### config.mk
export PLATFORM = sky130hd
export DESIGN_NAME = hs_txn_gen
export DESIGN_NICKNAME = d
export VERILOG_FILES = /design/src/rtl/hs_txn_gen.sv
export SDC_FILE = /design/constraint.sdc
export NUM_CORES = 1
export LEC_CHECK = 0
export BUFFER_PORTS_ARGS = -buffer_cell sky130_fd_sc_hd__buf_2
export CAP_MARGIN = 20
export CORE_UTILIZATION = 59
export CTS_CLUSTER_DIAMETER = 50
export DETAILED_ROUTE_END_ITERATION = 16
export GPL_TIMING_DRIVEN = 0
export HOLD_SLACK_MARGIN = 0.08
export PLACE_DENSITY = 0.85
export SYNTH_ARGS = -nofsm -noshare
export SYNTH_HDL_FRONTEND = slang
export SYNTH_SLANG_ARGS = --single-unit
### constraint.sdc
create_clock -name clk -period 4.4 [get_ports clk]
set_input_delay 0.44 -clock clk [delete_from_list [all_inputs] [get_ports clk]]
set_output_delay 0.44 -clock clk [all_outputs]
set_load 0.1 [all_outputs]
### src/rtl/hs_txn_gen.sv
// -----------------------------------------------------------------------------
// hs_txn_gen
//
// Transaction generator feeding the protocol checker. One transaction is:
//   START (a) -> ACK (c, r cleared) -> DONE (d) -> WAIT_GNT -> GRANT (b)
//   -> DATA_BEATS cycles of DATA (c, data_in captured) -> IDLE.
// If no grant arrives within MAX_WAIT WAIT_GNT cycles the transaction is
// dropped and a one-cycle timeout pulse is raised in the following IDLE cycle.
//
// Ports:
//   clk        rising-edge clock
//   rst_n      asynchronous active-low reset
//   start_req  host request, only looked at in IDLE
//   gnt        arbiter grant, only looked at in WAIT_GNT
//   data_in    data sampled on every DATA beat
//   a          start strobe (START)
//   b          grant-accepted strobe (GRANT)
//   c          ack / data-valid (ACK and DATA)
//   d          done strobe (DONE)
//   r          elapsed-cycle counter, cleared for ACK, saturating
//   data_out   last captured data beat, held between transactions
//   busy       high in every state except IDLE
//   timeout    one-cycle grant-timeout pulse (occurs in IDLE)
//
// All outputs are flops. The strobes are loaded from the next-state value so
// they line up with the state they belong to while still having no
// combinational path from any input.
// -----------------------------------------------------------------------------
module hs_txn_gen #(
  parameter int DW         = 8,
  parameter int MAX_WAIT   = 5,
  parameter int DATA_BEATS = 2
) (
  input  logic          clk,
  input  logic          rst_n,
  input  logic          start_req,
  input  logic          gnt,
  input  logic [DW-1:0] data_in,
  output logic          a,
  output logic          b,
  output logic          c,
  output logic          d,
  output logic [31:0]   r,
  output logic [DW-1:0] data_out,
  output logic          busy,
  output logic          timeout
);

  typedef enum logic [2:0] {
    S_IDLE     = 3'd0,
    S_START    = 3'd1,
    S_ACK      = 3'd2,
    S_DONE     = 3'd3,
    S_WAIT_GNT = 3'd4,
    S_GRANT    = 3'd5,
    S_DATA     = 3'd6
  } state_t;

  // Last index of each counted phase; counters run 0..LAST.
  localparam logic [3:0] WAIT_LAST = 4'(MAX_WAIT - 1);
  localparam logic [2:0] BEAT_LAST = 3'(DATA_BEATS - 1);

  // Saturating increment: r sticks at all-ones instead of wrapping.
  function automatic logic [31:0] sat_inc(input logic [31:0] v);
    if (v == 32'hFFFF_FFFF) begin
      return v;
    end else begin
      return v + 32'd1;
    end
  endfunction

  state_t          state_r;
  state_t          next_s;
  logic [3:0]      wait_cnt_r;
  logic [3:0]      wait_cnt_next_s;
  logic [2:0]      beat_cnt_r;
  logic [2:0]      beat_cnt_next_s;
  logic [31:0]     r_r;
  logic [31:0]     r_next_s;
  logic [DW-1:0]   data_out_r;
  logic            timeout_s;
  logic            a_r;
  logic            b_r;
  logic            c_r;
  logic            d_r;
  logic            busy_r;
  logic            timeout_r;

  // Next-state decode; gnt is checked before the timeout limit so a grant
  // on the final wait cycle still wins.
  always_comb begin
    next_s    = state_r;
    timeout_s = 1'b0;
    case (state_r)
      S_IDLE: begin
        if (start_req) begin
          next_s = S_START;
        end else begin
          next_s = S_IDLE;
        end
      end
      S_START: next_s = S_ACK;
      S_ACK:   next_s = S_DONE;
      S_DONE:  next_s = S_WAIT_GNT;
      S_WAIT_GNT: begin
        if (gnt) begin
          next_s = S_GRANT;
        end else if (wait_cnt_r == WAIT_LAST) begin
          next_s    = S_IDLE;
          timeout_s = 1'b1;
        end else begin
          next_s = S_WAIT_GNT;
        end
      end
      S_GRANT: next_s = S_DATA;
      S_DATA: begin
        if (beat_cnt_r == BEAT_LAST) begin
          next_s = S_IDLE;
        end else begin
          next_s = S_DATA;
        end
      end
      default: next_s = S_IDLE;
    endcase
  end

  // Wait and beat counters only advance inside their own phase and read as
  // zero on entry to it.
  always_comb begin
    wait_cnt_next_s = 4'd0;
    beat_cnt_next_s = 3'd0;
    if (state_r == S_WAIT_GNT) begin
      wait_cnt_next_s = wait_cnt_r + 4'd1;
    end else begin
      wait_cnt_next_s = 4'd0;
    end
    if (state_r == S_DATA) begin
      beat_cnt_next_s = beat_cnt_r + 3'd1;
    end else begin
      beat_cnt_next_s = 3'd0;
    end
  end

  // Elapsed-cycle counter: cleared while leaving START so it reads 0 in ACK,
  // then advanced on every edge out of an active state, so the IDLE value
  // after a transaction equals the cycles elapsed since ACK.
  always_comb begin
    r_next_s = r_r;
    case (state_r)
      S_START:    r_next_s = 32'd0;
      S_ACK,
      S_DONE,
      S_WAIT_GNT,
      S_GRANT,
      S_DATA:     r_next_s = sat_inc(r_r);
      default:    r_next_s = r_r;
    endcase
  end

  // State, counters and r.
  always_ff @(posedge clk or negedge rst_n) begin
    if (!rst_n) begin
      state_r    <= S_IDLE;
      wait_cnt_r <= 4'd0;
      beat_cnt_r <= 3'd0;
      r_r        <= 32'd0;
    end else begin
      state_r    <= next_s;
      wait_cnt_r <= wait_cnt_next_s;
      beat_cnt_r <= beat_cnt_next_s;
      r_r        <= r_next_s;
    end
  end

  // Registered strobes, loaded from the state being entered.
  always_ff @(posedge clk or negedge rst_n) begin
    if (!rst_n) begin
      a_r       <= 1'b0;
      b_r       <= 1'b0;
      c_r       <= 1'b0;
      d_r       <= 1'b0;
      busy_r    <= 1'b0;
      timeout_r <= 1'b0;
    end else begin
      a_r       <= (next_s == S_START);
      b_r       <= (next_s == S_GRANT);
      c_r       <= (next_s == S_ACK) || (next_s == S_DATA);
      d_r       <= (next_s == S_DONE);
      busy_r    <= (next_s != S_IDLE);
      timeout_r <= timeout_s;
    end
  end

  // Data capture on each DATA beat; held otherwise.
  always_ff @(posedge clk or negedge rst_n) begin
    if (!rst_n) begin
      data_out_r <= '0;
    end else if (state_r == S_DATA) begin
      data_out_r <= data_in;
    end else begin
      data_out_r <= data_out_r;
    end
  end

  assign a        = a_r;
  assign b        = b_r;
  assign c        = c_r;
  assign d        = d_r;
  assign r        = r_r;
  assign data_out = data_out_r;
  assign busy     = busy_r;
  assign timeout  = timeout_r;

endmodule

==> summary.md <==
| Metric | Value |
|---|---|
| Run status | finished, final reports clean |
| GP Congestion | 0.935 |
| Post-synth ARST share | 1.00 |
| Vias in the first global route | around 2500 |
| Final Skew | 0.0112 ns |
| Total Wirelength | about 6800 µm |
| R2R Setup Slk | 1.99 ns |
| DR vias/cell | 6.19 |
| Antenna violations before repair | 0 |
| Register area share after synthesis | 0.475 |
| Die H | 72.7 µm |
| Worst-path clk slew | 0.11 ns |
| Top cells by area in the synthesized netlist | dfrtp_1 (47%), a31oi_1 (5.7%), nand2_1 (3.2%), mux2_2 (3.1%), a21oi_1 (2.7%) |
| Post-route setup slack | 1.99 ns |
| Prevailing post-synth register cell | dfrtp_1 |
| Final hold violation count | 0 |
| Layout cells sized above 1 | 0.272 |
| Clk sinks | 56 |
| Worst Path Max Fanout | 10 |
| Worst path most repeated cell | buf_2 |
| Layout net count | 383 |
| Mapped Cells | 300 |
| Initial Util | 0.621 |
| Worst skew pair latency | 0.32 ns |
| Ratio of total power to cell area | 662 nW/µm² |
| Vias | 2687 |
| First-pass GRT wire length | 11200 µm |
| RR Startpoint | r[0] |
| Die Width | around 73 µm |
| DR pass1 iterations | 5 |
| Worst hold path type | in -> reg |
| Post-synth cell types | 50 |
| Worst slew pin tran | 0.642 ns |
| CTS tree | built |
| Inserted Clock Buffers | 5 |
| Worst relative slew slack | 0.570 |
| Total GRT Usage | 0.275 |
| CP arrival | 2.65 ns |
| Setup Viol. Count Final | 0 |
| Max frequency | between 400 and 500 MHz |
| Number of flops mapped to enable cells by yosys | 0 |
| Synth cell count leaders | dfrtp_1 (56), a31oi_1 (27), nand2_1 (25) |
| Std-Cell Rows | 25 |
| DR WL/cell | 15.6 µm |
| Bufs and invs on worst path | 2 |
| Drt initial violations | 185 |
| Reg2reg path depth | 8 |
| Ys Warns | 0 |
| Startpoint type of the worst setup path | register |
| Synth-to-Final Area Change | 16.8% |
| Final Core Density | 0.724 |
| Syn_area_per_cell | between 9 and 10 µm² |
| Largest net degree at the start of global routing | 38 |
| Mapped Area | around 3000 µm² |
| DRC viols | 0 |
| RSZ-0062 raised after global routing | false |
| Sequence of cells on the critical path | ha_1 -> nand3_1 -> nor2_1 -> buf_2 -> a31oi_2 -> buf_2 -> a21oi_1 -> a31oi_1 |
| Worst setup slack after placement | 2.05 ns |
| Hold Path Depth | 2 |
| Peak VDD IR | 0.583 mV |
| Syn nets | 317 |
| Final min period | 2.41 ns |
| Antenna diodes | 0 |
| Max stage delay on crit path | just over 0.5 ns |
| # H-tree levels | 2 |
| IO Port Bufs | 57 |
| Worst setup EP type | register |
| Crit path max-delay family | compound AO/OA/AOI/OAI gates |
| Synth top area share | 0.475 |
| Final TNS setup | 0 ns |
| Worst Path Required | about 4.6 ns |
| Antenna viol nets, final | 0 |
| Root Buffer | clkbuf_8 |
| Final slew viol count | 0 |
| Hpwl dp | 4890 µm |
| Total core area | 4750 µm² |
| P_leak | approximately 1.7 nW |
| Die ar. | 5290 µm² |
| Most instantiated library cell after synthesis | dfrtp_1 |
| CP Class | reg -> reg |
| Final Cycle Share | 0.548 |
| Io pins | between 50 and 60 |
| R2r endpoint | r[8] |
| Hold Crit Endpoint | data_out[2] |
| Cts repair resizes | 0 |
| Grt ovf | 0 |
| Worst Min Path Start | data_in[2] |
| CTS max path bufs | 2 |
| Largest area contributor in the netlist | dfrtp_1 |
| Yosys reg bits | 56 |
| Max cap viols | 0 |
| CP max stage cell | a31oi_2 |
==> where the power goes <==
group | switching, mW | total [mW] | internal, mW
sequential | 0.0724 | 0.684 | 0.612
clock | 0.179 | 0.297 | 0.118
combinational | 1.00 | 1.30 | 0.297
total | 1.25 | 2.28 | 1.03
==> metrics by stage <==
stage                     hold WS, ns  std cells  power, mW  instance area, µm²
after floorplan                 0.144        300       1.72                2950
after global placement          0.460        424       1.95                3320
after detailed placement        0.427        425       1.98                3340
after CTS                       0.334        434       2.28                3440
after global routing            0.324        434       2.39                3440
final                           0.343        434       2.28                3440
==> cell usage in the layout (no fill, tap or decap), drive strengths merged, types with 3 or more instances in the layout <==
cell and count:
buf 66, o21a 3, a31o 5, o21ai 9, ha 5, a31oi 30, inv 17, mux2 8
nand3 16, nor3 8, and3 10, nor4 4, o211ai 4, nor2 20, a21oi 16, clkbuf 11
nand4 9, dfrtp 56, a41oi 5, nand2 25, a21o 3, and4 3, and2 4, or3 3
==> how the worst max path moves through the flow <==
stage	from	to	slack (ns)	cells after the start
3_3_place_gp	r[0]	r[18]	2.08	8
6_report	r[0]	r[8]	1.99	8
3_5_place_dp	r[0]	r[18]	2.05	8
2_1_floorplan	r[0]	r[8]	1.78	8
5_1_grt	r[0]	r[8]	1.90	8
4_1_cts	r[0]	r[8]	2.04	8
==> registers in the layout, summed over array words and instances, names as in the netlist, 3 cells and up <==
| name | flops |
|---|---|
| r | 32 |
| data_out | 8 |
| wait_cnt_r | 4 |
| beat_cnt_r | 3 |
| state_r | 3 |
==> cell families after synthesis <==
| logic type | count (synthesis) | share of synthesized area |
|---|---|---|
| xor gates and xnor gates | 4 | 0.0119 |
| buffers and inverters | 29 | 0.0496 |
| adders and majority gates | 5 | 0.0212 |
| and+or+nand+nor | 110 | 0.199 |
| DFF | 56 | 0.475 |
| AOI/OAI and AO/OA | 86 | 0.206 |
| muxes | 10 | 0.0373 |
==> worst reg2reg max path, stage by stage (launching register included) <==
cell	delay (ns)
dfrtp_1	0.45
ha_1	0.26
nand3_1	0.19
nor2_1	0.12
buf_2	0.21
a31oi_2	0.51
buf_2	0.35
a21oi_1	0.10
a31oi_1	0.16
==> what timing repair did <==
action | CTS | global route
endpoints found under the hold margin | 14 | 0
hold buffers | 1 | 0
setup buffers | 0 | 0
setup endpoints to repair | 0 | 0
==> routing by layer <==
metal  part of all wire  global-route usage
met3              0.069              0.0552
met1               0.41               0.346
met4              0.018               0.131
met5                  0                   0
met2               0.51               0.458
==> layout make-up <==
class | instances | area (µm²)
sequential | 56 | 1400
multi-input combinational | 215 | 1400
clock buffer | 5 | 68.8
clock inverter | 3 | 26.3
inverter | 15 | 56.3
timing repair buffer | 59 | 315
fill | 373 | 1310
tap | 67 | 83.8
buffer | 14 | 90.1
(Power assumes the default switching activity.)
